## config.mk

```make
export PLATFORM = sky130hd
export DESIGN_NAME = fetch_unit_flat
export DESIGN_NICKNAME = d
export VERILOG_FILES = /design/src/rtl/fetch_unit_if.sv /design/src/rtl/fetch_unit.sv /design/src/flat_wrapper.sv
export SDC_FILE = /design/constraint.sdc
export NUM_CORES = 1
export LEC_CHECK = 0
export CAP_MARGIN = 25
export CELL_PAD_IN_SITES_DETAIL_PLACEMENT = 2
export CELL_PAD_IN_SITES_GLOBAL_PLACEMENT = 2
export CORE_ASPECT_RATIO = 1.25
export CORE_MARGIN = 10
export CORE_UTILIZATION = 32
export DETAILED_ROUTE_END_ITERATION = 6
export MAX_ROUTING_LAYER = met4
export PLACE_DENSITY = 0.83
export SLEW_MARGIN = 20
export SYNTH_ARGS = -nofsm -noshare
export SYNTH_HDL_FRONTEND = slang
export SYNTH_SLANG_ARGS = --single-unit
```

## constraint.sdc

```tcl
create_clock -name clk -period 2.1 [get_ports clk]
set_input_delay 0.42 -clock clk [delete_from_list [all_inputs] [get_ports clk]]
set_output_delay 0.42 -clock clk [all_outputs]
set_load 0.01 [all_outputs]
```

## src/rtl/fetch_unit_if.sv

```systemverilog
// Instruction-memory read bus between the fetch unit (master) and the memory (slave).
interface fetch_unit_if #(
  parameter int unsigned ADDR_W  = 8,
  parameter int unsigned INSTR_W = 32
);
  logic               req;
  logic [ADDR_W-1:0]  addr;
  logic               ack;
  logic [INSTR_W-1:0] rdata;

  modport master (output req, output addr, input ack, input rdata);
  modport slave  (input req, input addr, output ack, output rdata);
endinterface

```

## src/rtl/fetch_unit.sv

```systemverilog
// Instruction fetch stage: PC, instruction-memory requests and a two-entry output/skid buffer.
// Optional HALT-on-opcode-0x3F behaviour is enabled by defining FETCH_HALT_EN.
module fetch_unit #(
  parameter int unsigned        ADDR_W   = 8,
  parameter int unsigned        INSTR_W  = 32,
  parameter logic [ADDR_W-1:0]  RESET_PC = '0
) (
  input  logic               clk,
  input  logic               rst_n,
  fetch_unit_if.master       imem,
  input  logic               stall,
  input  logic               redirect_valid,
  input  logic [ADDR_W-1:0]  redirect_pc,
  output logic [INSTR_W-1:0] code,
  output logic [ADDR_W-1:0]  code_pc,
  output logic               code_valid
);

  typedef enum logic [1:0] {
    StIdle,
    StReq,
    StFull
`ifdef FETCH_HALT_EN
    , StHalt
`endif
  } state_e;

  state_e             state_q;
  logic               req_q;
  logic [ADDR_W-1:0]  pc_q;
  logic [INSTR_W-1:0] skid_code_q;
  logic [ADDR_W-1:0]  skid_pc_q;
  logic               skid_valid_q;

  logic consume;
  logic accept;
  logic halt_word;

  assign consume = code_valid & ~stall;
  assign accept  = req_q & imem.ack;

`ifdef FETCH_HALT_EN
  assign halt_word = &imem.rdata[INSTR_W-1 -: 6];
`else
  assign halt_word = 1'b0;
`endif

  // Moore outputs: request and address come straight from registers.
  assign imem.req  = req_q;
  assign imem.addr = pc_q;

  always_ff @(posedge clk or negedge rst_n) begin
    if (!rst_n) begin
      state_q      <= StIdle;
      req_q        <= 1'b0;
      pc_q         <= RESET_PC;
      code         <= '0;
      code_pc      <= '0;
      code_valid   <= 1'b0;
      skid_code_q  <= '0;
      skid_pc_q    <= '0;
      skid_valid_q <= 1'b0;
    end else if (redirect_valid) begin
      // Any same-cycle accept is dropped; the PC does not advance.
      state_q      <= StReq;
      req_q        <= 1'b1;
      pc_q         <= redirect_pc;
      code_valid   <= 1'b0;
      skid_valid_q <= 1'b0;
    end else begin
      unique case (state_q)
        StIdle: begin
          state_q <= StReq;
          req_q   <= 1'b1;
        end
        StReq: begin
          if (accept) begin
            pc_q <= pc_q + ADDR_W'(1);
            if (!code_valid || consume) begin
              code       <= imem.rdata;
              code_pc    <= pc_q;
              code_valid <= 1'b1;
            end else begin
              skid_code_q  <= imem.rdata;
              skid_pc_q    <= pc_q;
              skid_valid_q <= 1'b1;
              state_q      <= StFull;
              req_q        <= 1'b0;
            end
`ifdef FETCH_HALT_EN
            if (halt_word) begin
              state_q <= StHalt;
              req_q   <= 1'b0;
            end
`endif
          end else if (consume) begin
            code_valid <= 1'b0;
          end
        end
        StFull: begin
          if (consume && skid_valid_q) begin
            code         <= skid_code_q;
            code_pc      <= skid_pc_q;
            skid_valid_q <= 1'b0;
            state_q      <= StReq;
            req_q        <= 1'b1;
          end
        end
`ifdef FETCH_HALT_EN
        StHalt: begin
          // No further requests; buffered words drain on consume.
          if (consume) begin
            if (skid_valid_q) begin
              code         <= skid_code_q;
              code_pc      <= skid_pc_q;
              skid_valid_q <= 1'b0;
            end else begin
              code_valid <= 1'b0;
            end
          end
        end
`endif
        default: begin
          state_q <= StIdle;
          req_q   <= 1'b0;
        end
      endcase
    end
  end

  // halt_word only steers the FSM when the halt feature is built in.
  logic unused_halt;
  assign unused_halt = halt_word;

endmodule

```

## src/flat_wrapper.sv

```systemverilog
// flat-port wrapper written by rule: the top's interface ports become plain ports
module fetch_unit_flat 
#(
  parameter int unsigned        ADDR_W   = 8,
  parameter int unsigned        INSTR_W  = 32,
  parameter logic [ADDR_W-1:0]  RESET_PC = '0
)
  (clk, rst_n, stall, redirect_valid, redirect_pc, code, code_pc, code_valid, imem_req, imem_addr, imem_ack, imem_rdata);
  fetch_unit_if #(.ADDR_W(ADDR_W), .INSTR_W(INSTR_W)) imem_i ();
  input  logic clk;
  input  logic rst_n;
  input  logic stall;
  input  logic redirect_valid;
  input  logic [ADDR_W-1:0] redirect_pc;
  output logic [INSTR_W-1:0] code;
  output logic [ADDR_W-1:0] code_pc;
  output logic code_valid;
  output wire logic [$bits(imem_i.req)-1:0] imem_req;
  output wire logic [$bits(imem_i.addr)-1:0] imem_addr;
  input wire logic [$bits(imem_i.ack)-1:0] imem_ack;
  input wire logic [$bits(imem_i.rdata)-1:0] imem_rdata;
  assign imem_req = imem_i.req;
  assign imem_addr = imem_i.addr;
  assign imem_i.ack = imem_ack;
  assign imem_i.rdata = imem_rdata;
  fetch_unit #(.ADDR_W(ADDR_W), .INSTR_W(INSTR_W), .RESET_PC(RESET_PC)) u_core (.clk(clk), .rst_n(rst_n), .imem(imem_i), .stall(stall), .redirect_valid(redirect_valid), .redirect_pc(redirect_pc), .code(code), .code_pc(code_pc), .code_valid(code_valid));
endmodule
```

== Word level (Yosys, flattened, before mapping) ==
Index checks and enable logic that the tools add are counted.
W data, S select, Z words.

* Logic and storage cells: 70
* Input port bits: 45
* Register bits after elaboration: 93

* Muxes and demuxes: 31
* Equal/unequal tests: 9
* Add/subtract/negate cells: 1
* Bitwise logic cells: 5
* Reduce and logical (&&, ||, !) cells: 15

{| class="wikitable"
|+ Operator list
! kind !! count
|-
| $mux W32 || 3
|-
| $pmux W32 S2 || 1
|-
| $mux W8 || 6
|-
| $pmux W8 S2 || 1
|-
| $mux W1 || 13
|-
| $add A8 B1 Y8 const B || 1
|-
| $mux W2 || 4
|-
| $reduce_and A4 Y1 || 2
|-
| $ne A2 B1 Y1 const B || 3
|-
| $ne A3 B2 Y1 const B || 2
|-
| $ne A3 B3 Y1 const B || 2
|-
| $pmux W2 S3 || 1
|-
| $reduce_and A3 Y1 || 2
|-
| $reduce_bool A2 Y1 || 3
|-
| $reduce_bool A3 Y1 || 2
|-
| $reduce_and A5 Y1 || 1
|-
| $not A1 Y1 || 3
|-
| $pmux W1 S3 || 1
|-
| $and A1 B1 Y1 || 2
|-
| $eq A2 B1 Y1 const B || 1
|-
| $eq A2 B2 Y1 const B || 1
|-
| $logic_not A2 Y1 || 1
|-
| $pmux W1 S2 || 1
|-
| $reduce_and A2 Y1 || 1
|-
| other kinds (3) || 3
|}

== Longest topological paths before layout ==
Gate-level depths: netlist of the first run.

* Word-level depth: 7
* Gate-level depth with buffers: 9
* Gate-level depth less buffers: 6

== Worst setup path before layout of the first run ==
No wires, ideal clock.

* Path type: flip-flop to flip-flop
* From: register u_core.state_q[0]
* To: register u_core.skid_code_q[21]
* Arrival time: 1.750 ns
* Period minus slack after synthesis: 1.874 ns
* Data required time: 1.975 ns
* Cell stages (with the launch flop): 6
* Path slack: 0.226 ns
* Path through: dfrtp_1 ha_1 nand3_1 nor3_2 buf_4 mux2_2

* Longest elaborated chain between the ends: 2

{| class="wikitable"
|+ Ends and longest elaborated chain
! item !! RTL line !! source
|-
| start, declared || fetch_unit.sv:28 || <nowiki>state_e state_q;</nowiki>
|-
| start signal, assigned || fetch_unit.sv:54 || <nowiki>state_q <= StIdle;</nowiki>
|-
| start signal, assigned || fetch_unit.sv:65 || <nowiki>state_q <= StReq;</nowiki>
|-
| start signal, assigned || fetch_unit.sv:73 || <nowiki>state_q <= StReq;</nowiki>
|-
| $eq A2 B1 Y1 || fetch_unit.sv:71 || <nowiki>unique case (state_q)</nowiki>
|-
| $reduce_and A4 Y1 (no source line) || -- ||
|-
| end signal, assigned || fetch_unit.sv:84 || <nowiki>skid_code_q <= imem.rdata;</nowiki>
|-
| end, declared || fetch_unit.sv:31 || <nowiki>logic [INSTR_W-1:0] skid_code_q;</nowiki>
|}

No other way between the ends.
A chain may end at the register's enable or synchronous reset.

== Worst setup path after layout of the first run ==
* From: register u_core.state_q[0]
* To: register u_core.state_q[1]

* Longest elaborated chain between the ends: 3
* Elaborated cells on any way between the ends: 9

{| class="wikitable"
|+ Ends and longest elaborated chain
! item !! RTL line
|-
| $eq A2 B2 Y1 (tied with other cells) || fetch_unit.sv:71
|-
| $ne A3 B2 Y1 (no source line) (tied with other cells) || --
|-
| $reduce_and A3 Y1 (no source line) or $mux W2 (tied branches) || --
|}

Several ways; a longest one is shown, not always the timed one.

==> summary.txt, run 1 <==
Clock network
  – CTS root buffer: clkbuf_16
  – Hold buffer count at cts: 0
  – CTS sink cnt: 92
  – Post_cts resized: 0
  – CTS tree: done
  – H-tree Lvls: 3
  – Post-CTS setup buffer count: 0
  – Clk pin slew, worst setup/hold paths: 0.07 ns
  – Clock Latency Late Sink: 0.34 ns
  – CTS Buf Count: 9
  – Maximum clock path buffer count: 2

STA
  – Minimum clock period: 1.94 ns
  – Final hold viol count: 0
  – Finish-stage setup viols: 0
  – Slew @ Worst Pin: 0.529 ns
  – Slew headroom: 0.647
  – RSZ-0062 raised after global routing: no
  – Period utilization: 0.926
  – Slew Viols, Final: 0
  – Clock skew: 0.00753 ns
  – Final worst hold slack: 0.0541 ns
  – Final worst slack: 0.156 ns
  – Fmax: 0.515 GHz
  – Sum Neg Setup Slack: 0 ns

GRT
  – Global route total overflow: 0
  – Overall track demand over capacity in global routing: 0.150
  – Vias in the first global route: 3687
  – Largest net degree at the start of global routing: 40
  – Initial antenna violation count: 0
  – First-pass GRT wire length: 20700 um

Synth
  – Post-Synthesis Cells: 347
  – Fraction of registers with async set/reset: 1.00
  – Post-Syn Nets: 398
  – Warnings, synthesis: 0
  – Synth Cell Area: 0.00412 mm^2
  – Yosys reg bits: 92
  – Synth unique cells: 33
  – EDFF count, synth: 0
  – Mapped Avg Cell Area: 11.9 um^2
  – Primary FF master, synth: dfrtp_1
  – Share of the yosys chip area belonging to registers: 0.559

Floorplan
  – Initial core utilization: 0.325
  – Chip width: 121 um
  – FP Rows: 46
  – Die area: 0.0178 mm^2
  – Die Y: 147 um
  – I/O pin count: 95
  – Core Region: 0.0127 mm^2

Pwr
  – Pwr dens: 1420 mW/mm^2
  – Leak Pwr: 2.35 nW
  – Worst VDD drop: 0.683 mV
  – Power consumption: 8.08 mW

Final layout
  – Final core occ: 0.451
  – Area growth from synthesis to layout: 38.5%
  – Post-route insts no fill: 620
  – Ant diodes: 0
  – Nets@finish: 498
  – Design area: 0.00571 mm^2
  – Filler cells: 1295
  – Share of cells above drive strength 1: 0.162

Worst setup path
  – CP required: 2.32 ns
  – Slowest CP cell: a211oi_1
  – CP peak stage delay: 0.49 ns
  – Critical path arrival: 2.17 ns
  – CP Launch Type: flip-flop
  – Crit end category: flip-flop
  – Top Family by Delay on Critical Path: compound AO/OA/AOI/OAI gates
  – CP Max Fanout: 4
  – Bufs and invs on worst path: 1
  – Worst path cell trace: inv_1 -> ha_1 -> and3b_1 -> a211oi_1 -> mux2i_1 -> nor2_1
  – WS Path Type: reg -> reg

Drt
  – Routed WL per cell: 20.6 um
  – Initial DRC count: 102
  – Final ANT Viol Nets: 0
  – DRC Markers: 0
  – Routed via count: 3150
  – WL final: 12800 um
  – Drt pass-1 iters: 4
  – Detail-routed via count per cell: 5.08

Placed design
  – Area after DPL: 0.00537 mm^2
  – Post-DP HPWL: 9290 um
  – Post-Place Cells: 604
  – Port-buffer cells: 94
  – Pre-CTS setup slack: -0.126 ns
  – Gp weighted congestion: 0.782

Run status
  – Status: finished, final reports clean

Job
  – Max_cap viols: 0

Min path
  – Hold WC Path Type: in -> async
==> cell type report <==
cell class / instances / area, um^2 / share of cell area
flip-flops and latches: 92 / 2300 / 0.403
multi-input cells: 227 / 1720 / 0.301
repair buffers: 114 / 1140 / 0.200
clock buffers: 10 / 239 / 0.0419
well taps: 168 / 210 / 0.0368
clock inverters: 6 / 86.3 / 0.0151
inverters: 3 / 11.3 / 0.00197
==> report_power, final <==
group | switching (mW) | internal (mW)
registers | 0.516 | 2.59
clock network | 0.687 | 1.08
logic | 1.56 | 1.66
total | 2.76 | 5.32
==> synthesized netlist by cell type, types with 2 or more instances <==
library cell	count	area share
nor2_1	4	0.0036
mux2i_1	42	0.10
nand3_1	2	0.0024
mux2_2	30	0.082
inv_1	3	0.0027
nand2_1	16	0.015
and3_1	2	0.0030
buf_4	4	0.0073
clkbuf_1	8	0.0073
buf_2	9	0.011
mux2_1	10	0.027
a21oi_1	83	0.10
o21ai_0	8	0.0097
nand4_1	2	0.0030
dfrtp_1	92	0.56
buf_1	4	0.0036
ha_1	6	0.018
nor4_1	2	0.0030
xor2_1	3	0.0064
xnor2_1	4	0.0085
==> cell usage in the layout, fill, tap and decap left out, drive strengths merged <==
cell type	n
nor2	4
ha	6
bufinv	2
a211oi	1
o21ai	9
and3b	1
a22oi	1
dfrtp	92
inv	4
mux2	40
nor3	2
clkinvlp	1
nand3	2
and3	2
clkinv	2
mux2i	42
nand2	16
buf	21
clkbuf	10
nand4	2
nand2b	1
clkdlybuf4s50	93
nor4bb	1
a21o	1
a221oi	1
and2	2
xnor2	4
a21oi	83
xor2	3
or2	1
nor4	2
==> state kept, by name (all words and copies together), names as in the netlist <==
signal	cells
u_core.code_pc	8
u_core.imem.addr	8
u_core.state_q	2
u_core.code	32
u_core.skid_pc_q	8
u_core.skid_code_q	32
u_core.code_valid	1
u_core.skid_valid_q	1
==> cells by family (layout without fill, tap and decap cells) <==
logic type | Yosys count | after routing | share of synthesized area
compound gates | 96 | 96 | 0.121
xor+xnor | 7 | 7 | 0.0149
fa+ha+maj | 6 | 6 | 0.0182
buf+inv | 28 | 133 | 0.0319
flops | 92 | 92 | 0.559
mux | 82 | 82 | 0.211
simple gates | 36 | 36 | 0.0440
==> routing by layer <==
metal	wire length [um]	GRT usage
met5	0	-
met3	438	0.0253
met2	6850	0.265
met4	131	0.0412
met1	5380	0.169
==> worst paths after layout <==
kind	start	endpoint	slack, ns	cells after the start
min reg2reg	u_core.skid_code_q[14]$_DFFE_PN0P_	u_core.skid_code_q[14]$_DFFE_PN0P_	0.49	1
max	u_core.state_q[0]$_DFFE_PN0P_	u_core.state_q[1]$_DFFE_PN0P_	0.16	6
max reg2reg	u_core.state_q[0]$_DFFE_PN0P_	u_core.state_q[1]$_DFFE_PN0P_	0.16	6
max in group asynchronous	rst_n	u_core.code[11]$_DFFE_PN0P_	1.38	2
min in group clk	u_core.skid_code_q[14]$_DFFE_PN0P_	u_core.skid_code_q[14]$_DFFE_PN0P_	0.49	1
min	rst_n	u_core.skid_code_q[29]$_DFFE_PN0P_	0.05	1
No activity file was read; power rests on OpenSTA's default activity.
==> run 2, diff against run 1 <==
--- a/config.mk
+++ b/config.mk
@@ -10,8 +10,9 @@
 export CELL_PAD_IN_SITES_GLOBAL_PLACEMENT = 2
 export CORE_ASPECT_RATIO = 1.25
 export CORE_MARGIN = 10
-export CORE_UTILIZATION = 32
+export CORE_UTILIZATION = 41
 export DETAILED_ROUTE_END_ITERATION = 6
+export DONT_BUFFER_PORTS = 1
 export MAX_ROUTING_LAYER = met4
 export PLACE_DENSITY = 0.83
 export SLEW_MARGIN = 20
==> summary.txt, run 2 (synthesized netlist as in run 1, its figures left out) <==
STA
  – Final worst hold slack: -0.224 ns (-0.278 ns)
  – Finish-stage setup viols: 0 (unchanged)
  – Slew headroom: 0.733 (+0.0856)
  – Period utilization: 0.946 (+0.0208)
  – Clock skew: 0.00705 ns (-0.000485 ns)
  – Final worst slack: 0.113 ns (-0.0437 ns)
  – RSZ-0062 raised after global routing: no
  – Slew @ Worst Pin: 0.397 ns (-0.132 ns)
  – Fmax: 0.503 GHz (-2.2%)
  – Minimum clock period: 1.99 ns (+0.0437 ns)
  – Sum Neg Setup Slack: 0 ns (unchanged)
  – Slew Viols, Final: 0 (unchanged)
  – Final hold viol count: 92 (+92)

Worst setup path
  – Worst path cell trace: inv_1 -> ha_1 -> buf_4 -> a221oi_4 -> and2_1 -> buf_12 -> a21oi_1
  – CP peak stage delay: 0.44 ns (-0.05 ns)
  – CP Launch Type: flip-flop
  – WS Path Type: reg -> reg
  – Critical path arrival: 2.19 ns (+0.02 ns)
  – CP required: 2.30 ns (-0.02 ns)
  – Slowest CP cell: dfrtp_1
  – Crit end category: flip-flop
  – CP Max Fanout: 40 (+36)

Final layout
  – Final core occ: 0.475 (+0.0240)
  – Share of cells above drive strength 1: 0.179 (+0.0175)
  – Nets@finish: 398 (-20%)
  – Biggest regs: u_core.code: 32 flops, u_core.skid_code_q: 32 flops
  – Commonest non-fill, non-tap cell in the layout: dfrtp_1
  – Area growth from synthesis to layout: 11.9%
  – Most frequent cells in the layout: dfrtp_1, a21oi_1, mux2i_1, mux2_2, nand2_1
  – Post-route insts no fill: 478 (-23%)
  – Ant diodes: 0 (unchanged)

Pwr
  – Leak Pwr: 1.92 nW (-18%)
  – Pwr dens: 1490 mW/mm^2 (+5.0%)
  – Power consumption: 6.85 mW (-15%)
  – Worst VDD drop: 0.552 mV (-19%)

Floorplan
  – Chip width: 110 um (-9.7%)
  – Core Region: 0.00971 mm^2 (-23%)
  – I/O pin count: 95 (unchanged)
  – FP Rows: 40 (-13%)
  – Die Y: 132 um (-10%)
  – Initial core utilization: 0.424 (+0.0990)
  – Die area: 0.0145 mm^2 (-19%)

Placed design
  – Post-Place Cells: 462 (-24%)
  – Gp weighted congestion: 0.756 (-3.4%)
  – Pre-CTS setup slack: 0.117 ns (+0.243 ns)
  – Port-buffer cells: 0 (-100%)
  – Post-DP HPWL: 8260 um (-11%)

Clock network
  – Maximum clock path buffer count: 2 (unchanged)
  – Post-CTS setup buffer count: 0 (unchanged)
  – Clock Latency Late Sink: 0.34 ns (about the same)
  – CTS tree: done
  – CTS root buffer: clkbuf_16
  – CTS Buf Count: 9 (unchanged)
  – Clk pin slew, worst setup/hold paths: 0.06 ns (about the same)
  – CTS sink cnt: 92 (unchanged)
  – H-tree Lvls: 3 (unchanged)

GRT
  – Largest net degree at the start of global routing: 93 (+130%)
  – First-pass GRT wire length: 18600 um (-10%)
  – Vias in the first global route: 3279 (-11%)
  – Overall track demand over capacity in global routing: 0.169 (+0.0196)
  – Global route total overflow: 0 (unchanged)
  – Initial antenna violation count: 0 (unchanged)

Min path
  – Hold WC Path Type: in -> async

Drt
  – Detail-routed via count per cell: 5.72 (+12%)
  – Routed via count: 2732 (-13%)
  – Final ANT Viol Nets: 0 (unchanged)
  – Drt pass-1 iters: 4 (unchanged)
  – WL final: 11400 um (-11%)
  – Routed WL per cell: 23.9 um (+16%)
  – Initial DRC count: 91 (-11%)
  – DRC Markers: 0 (unchanged)

Run status
  – Failing checks: negative hold slack
  – Status: finished, violations left

Job
  – Max_cap viols: 0 (unchanged)
-- run 2: cell types whose count changed in the layout (fill, tap and decap cells not counted), sizes merged --
cell,previous run,this run
inv,4,3
buf,21,14
clkbuf,10,13
clkinvlp,1,0
clkinv,2,3
clkdlybuf4s50,93,0
bufinv,2,0
-- run 2: final cells by class --
class                      count  area (um^2)
sequential                    92         2300
inverter                       3         11.3
tap                          126          158
clock buffer                  13          250
clock inverter                 3         22.5
timing repair buffer          14          146
fill                         958         5100
multi-input combinational    227         1720
-- run 2: per-stage QoR --
| stage | instance area [um^2] | hold WS (ns) |
|---|---|---|
| CTS | 4600 | -0.238 |
| detailed placement | 4320 | 0.127 |
| global placement | 4320 | 0.129 |
| finish | 4610 | -0.224 |
| floorplan | 4120 | 0.124 |
| global route | 4610 | -0.252 |
-- run 2: worst max-delay path: cells and delay by family, from the launching register on --
| family | cells | cell delay (ns) |
|---|---|---|
| buffers and inverters | 3 | 0.51 |
| DFF | 1 | 0.44 |
| AOI/OAI and AO/OA | 2 | 0.44 |
| adders and majority gates | 1 | 0.22 |
| and+or+nand+nor | 1 | 0.22 |
-- run 2: final timing paths --
check | startpoint | end | slack (ns) | cells past startpoint
max | u_core.state_q[1]$_DFFE_PN0P_ | u_core.code[7]$_DFFE_PN0P_ | 0.11 | 7
min | rst_n | u_core.code[27]$_DFFE_PN0P_ | -0.22 | 0
max reg2reg | u_core.state_q[1]$_DFFE_PN0P_ | u_core.code[7]$_DFFE_PN0P_ | 0.11 | 7
min reg2reg | u_core.skid_code_q[15]$_DFFE_PN0P_ | u_core.skid_code_q[15]$_DFFE_PN0P_ | 0.49 | 1
max in group asynchronous | rst_n | u_core.imem.addr[4]$_DFFE_PN0P_ | 2.18 | 0
min in group clk | redirect_valid | u_core.code_valid$_DFFE_PN0P_ | 0.15 | 1
-- run 2: timing repair --
item                                    CTS  global route
pin swaps                                 0             0
endpoints found under the hold margin    92            92
gates resized for setup                   1             3
endpoints found under the setup margin    1             4
cloned                                    0             0
-- run 2: metal layers --
layer / part of all wire / GRT usage / vias to the layer above
met5: 0 / - / -
met4: 0.022 / 0.0609 / 0
met3: 0.088 / 0.0656 / 17
met2: 0.54 / 0.285 / 76
met1: 0.35 / 0.172 / 1403
li1: - / - / 1236
-- run 2: power breakdown --
group / internal, mW / switching, mW / total [mW]
clock network: 0.839 / 0.657 / 1.50
registers: 2.59 / 0.819 / 3.41
logic: 0.888 / 1.06 / 1.95
total: 4.31 / 2.54 / 6.85
==> run 3, diff against run 2 <==
--- a/config.mk
+++ b/config.mk
@@ -6,15 +6,13 @@
 export NUM_CORES = 1
 export LEC_CHECK = 0
 export CAP_MARGIN = 25
-export CELL_PAD_IN_SITES_DETAIL_PLACEMENT = 2
-export CELL_PAD_IN_SITES_GLOBAL_PLACEMENT = 2
 export CORE_ASPECT_RATIO = 1.25
 export CORE_MARGIN = 10
-export CORE_UTILIZATION = 41
+export CORE_UTILIZATION = 68
 export DETAILED_ROUTE_END_ITERATION = 6
 export DONT_BUFFER_PORTS = 1
 export MAX_ROUTING_LAYER = met4
-export PLACE_DENSITY = 0.83
+export PLACE_DENSITY = 0.88
 export SLEW_MARGIN = 20
 export SYNTH_ARGS = -nofsm -noshare
 export SYNTH_HDL_FRONTEND = slang
==> constraint.sdc (replaced) <==
create_clock -name clk -period 2.4 [get_ports clk]
set_input_delay 0.48 -clock clk [delete_from_list [all_inputs] [get_ports clk]]
set_output_delay 0.48 -clock clk [all_outputs]
set_load 0.01 [all_outputs]
==> summary.txt, run 3 (synthesized netlist as in run 1, its figures left out) <==
Worst setup path
  – CP required: 2.63 ns (+0.33 ns)
  – Crit end category: flip-flop
  – CP Max Fanout: 22 (-45%)
  – Worst path cell trace: inv_1 -> ha_1 -> nand3_1 -> nor3_4 -> buf_4 -> mux2_1
  – WS Path Type: reg -> reg
  – CP peak stage delay: 0.42 ns (-0.02 ns)
  – Critical path arrival: 2.34 ns (+0.15 ns)
  – CP Launch Type: flip-flop
  – Slowest CP cell: dfrtp_1

STA
  – Slew headroom: 0.685 (-0.0475)
  – Final worst hold slack: -0.181 ns (+0.0425 ns)
  – Slew Viols, Final: 0 (unchanged)
  – RSZ-0062 raised after global routing: no
  – Minimum clock period: 2.11 ns (+0.123 ns)
  – Fmax: 0.474 GHz (-5.8%)
  – Period utilization: 0.879 (-0.0672)
  – Finish-stage setup viols: 0 (unchanged)
  – Final hold viol count: 92 (unchanged)
  – Sum Neg Setup Slack: 0 ns (unchanged)
  – Clock skew: 0.00959 ns (+0.00255 ns)
  – Slew @ Worst Pin: 0.469 ns (+0.0720 ns)

Floorplan
  – I/O pin count: 95 (unchanged)
  – Core Region: 0.00586 mm^2 (-40%)
  – Die Y: 107 um (-19%)
  – Die area: 0.00959 mm^2 (-34%)
  – Chip width: 89.6 um (-18%)
  – Initial core utilization: 0.703 (+0.279)
  – FP Rows: 31 (-23%)

GRT
  – First-pass GRT wire length: 14400 um (-22%)
  – Vias in the first global route: 2778 (-15%)
  – Global route total overflow: 0 (unchanged)
  – Overall track demand over capacity in global routing: 0.200 (+0.0307)
  – Largest net degree at the start of global routing: 93 (unchanged)
  – Initial antenna violation count: 0 (unchanged)

Clock network
  – CTS tree: done
  – CTS sink cnt: 92 (unchanged)
  – Clk pin slew, worst setup/hold paths: 0.08 ns (+0.02 ns)
  – Clock Latency Late Sink: 0.34 ns (about the same)
  – Maximum clock path buffer count: 2 (unchanged)
  – CTS Buf Count: 9 (unchanged)
  – Post-CTS setup buffer count: 0 (unchanged)
  – Post_cts resized: 0 (-1)
  – H-tree Lvls: 3 (unchanged)
  – CTS root buffer: clkbuf_8

Drt
  – WL met1: 3390 um (-15%)
  – Drt pass-1 iters: 6 (+2)
  – WL final: 9040 um (-21%)
  – Detail-routed via count per cell: 6.13 (+7.2%)
  – Met3 Wirelength: 868 um (-14%)
  – Final ANT Viol Nets: 0 (unchanged)
  – Initial DRC count: 140 (+54%)
  – DRC Markers: 0 (unchanged)
  – Routed via count: 2641 (-3.3%)
  – WL met2: 4570 um (-26%)
  – Routed WL per cell: 21.0 um (-12%)
  – Max layer used: met4

Placed design
  – Gp weighted congestion: 0.814 (+7.7%)
  – Post-Place Cells: 417 (-9.7%)
  – Port-buffer cells: 0 (unchanged)
  – Post-DP HPWL: 6280 um (-24%)

Pwr
  – Pwr dens: 1240 mW/mm^2 (-17%)
  – Worst VDD drop: 0.704 mV (+28%)
  – Leak Pwr: 1.86 nW (-2.9%)

Run status
  – Failing checks: negative hold slack
  – Status: finished, violations left

Final layout
  – Biggest regs: u_core.code: 32 flops, u_core.skid_code_q: 32 flops
  – Commonest non-fill, non-tap cell in the layout: dfrtp_1
  – Most frequent cells in the layout: dfrtp_1, a21oi_1, mux2i_1, mux2_2, nand2_1
  – Nets@finish: 397 (-0.25%)
  – Ant diodes: 0 (unchanged)
  – Share of cells above drive strength 1: 0.172 (-0.00706)
  – Filler cells: 372 (-61%)
  – Area growth from synthesis to layout: 6.68%
  – Post-route insts no fill: 431 (-9.8%)

Min path
  – Hold WC Path Type: in -> async

Job
  – Max_cap viols: 0 (unchanged)
==> run 3: cell types whose count changed in the layout (fill, tap and decap cells not counted), sizes merged <==
cell / previous run / this run
buf: 14 / 13
clkinv: 3 / 2
clkbuf: 13 / 12
==> run 3: through the flow <==
step	power [mW]	hold slack (ns)	area, um^2	setup WS (ns)	utilization
after detailed placement	4.56	0.187	4220	0.304	0.721
final	5.45	-0.181	4400	0.290	0.750
after floorplan	4.04	0.184	4120	0.526	-
after CTS	5.50	-0.197	4400	0.292	0.750
after global placement	4.41	0.188	4220	0.451	0.721
after global routing	5.83	-0.207	4400	0.160	0.750
==> run 3: final timing paths <==
check                                                           to  slack, ns                               start  cells past startpoint
worst max register to register  u_core.skid_code_q[14]$_DFFE_PN0P_       0.29       u_core.state_q[1]$_DFFE_PN0P_                      6
worst max-delay path            u_core.skid_code_q[14]$_DFFE_PN0P_       0.29       u_core.state_q[1]$_DFFE_PN0P_                      6
min in group clk                   u_core.skid_valid_q$_DFFE_PN0P_       0.19                      redirect_valid                      1
worst min-delay path                   u_core.code[27]$_DFFE_PN0P_      -0.18                               rst_n                      0
max in group asynchronous               u_core.code[4]$_DFFE_PN0P_       2.47                               rst_n                      0
worst min register to register  u_core.skid_code_q[30]$_DFFE_PN0P_       0.50  u_core.skid_code_q[30]$_DFFE_PN0P_                      1
==> run 3: metal layers <==
layer	vias up	global-route usage
met3	21	0.0652
met5	-	-
met1	1303	0.223
met2	78	0.316
li1	1239	-
met4	0	0.0934
==> run 3: worst max-delay path, delay by kind of cell, from the launching register on <==
| family | cells | cell delay [ns] |
|---|---|---|
| buffers and inverters | 2 | 0.43 |
| AND/OR/NAND/NOR | 2 | 0.42 |
| flip-flops | 1 | 0.42 |
| multiplexers | 1 | 0.38 |
| adder cells (fa/ha/maj) | 1 | 0.34 |
==> run 3: final cells by class <==
class                   count  area, um^2  area share
clock buffers              12         165      0.0376
clock inverters             2        10.0     0.00228
inverters                   3        11.3     0.00256
multi-input cells         227        1710       0.388
flip-flops and latches     92        2300       0.524
well taps                  82         103      0.0233
repair buffers             13        97.6      0.0222
==> run 3: report_power, final <==
part	switching, mW	total [mW]	internal [mW]
Clock	0.483	0.930	0.447
Sequential	0.670	2.93	2.26
Combinational	0.849	1.59	0.739
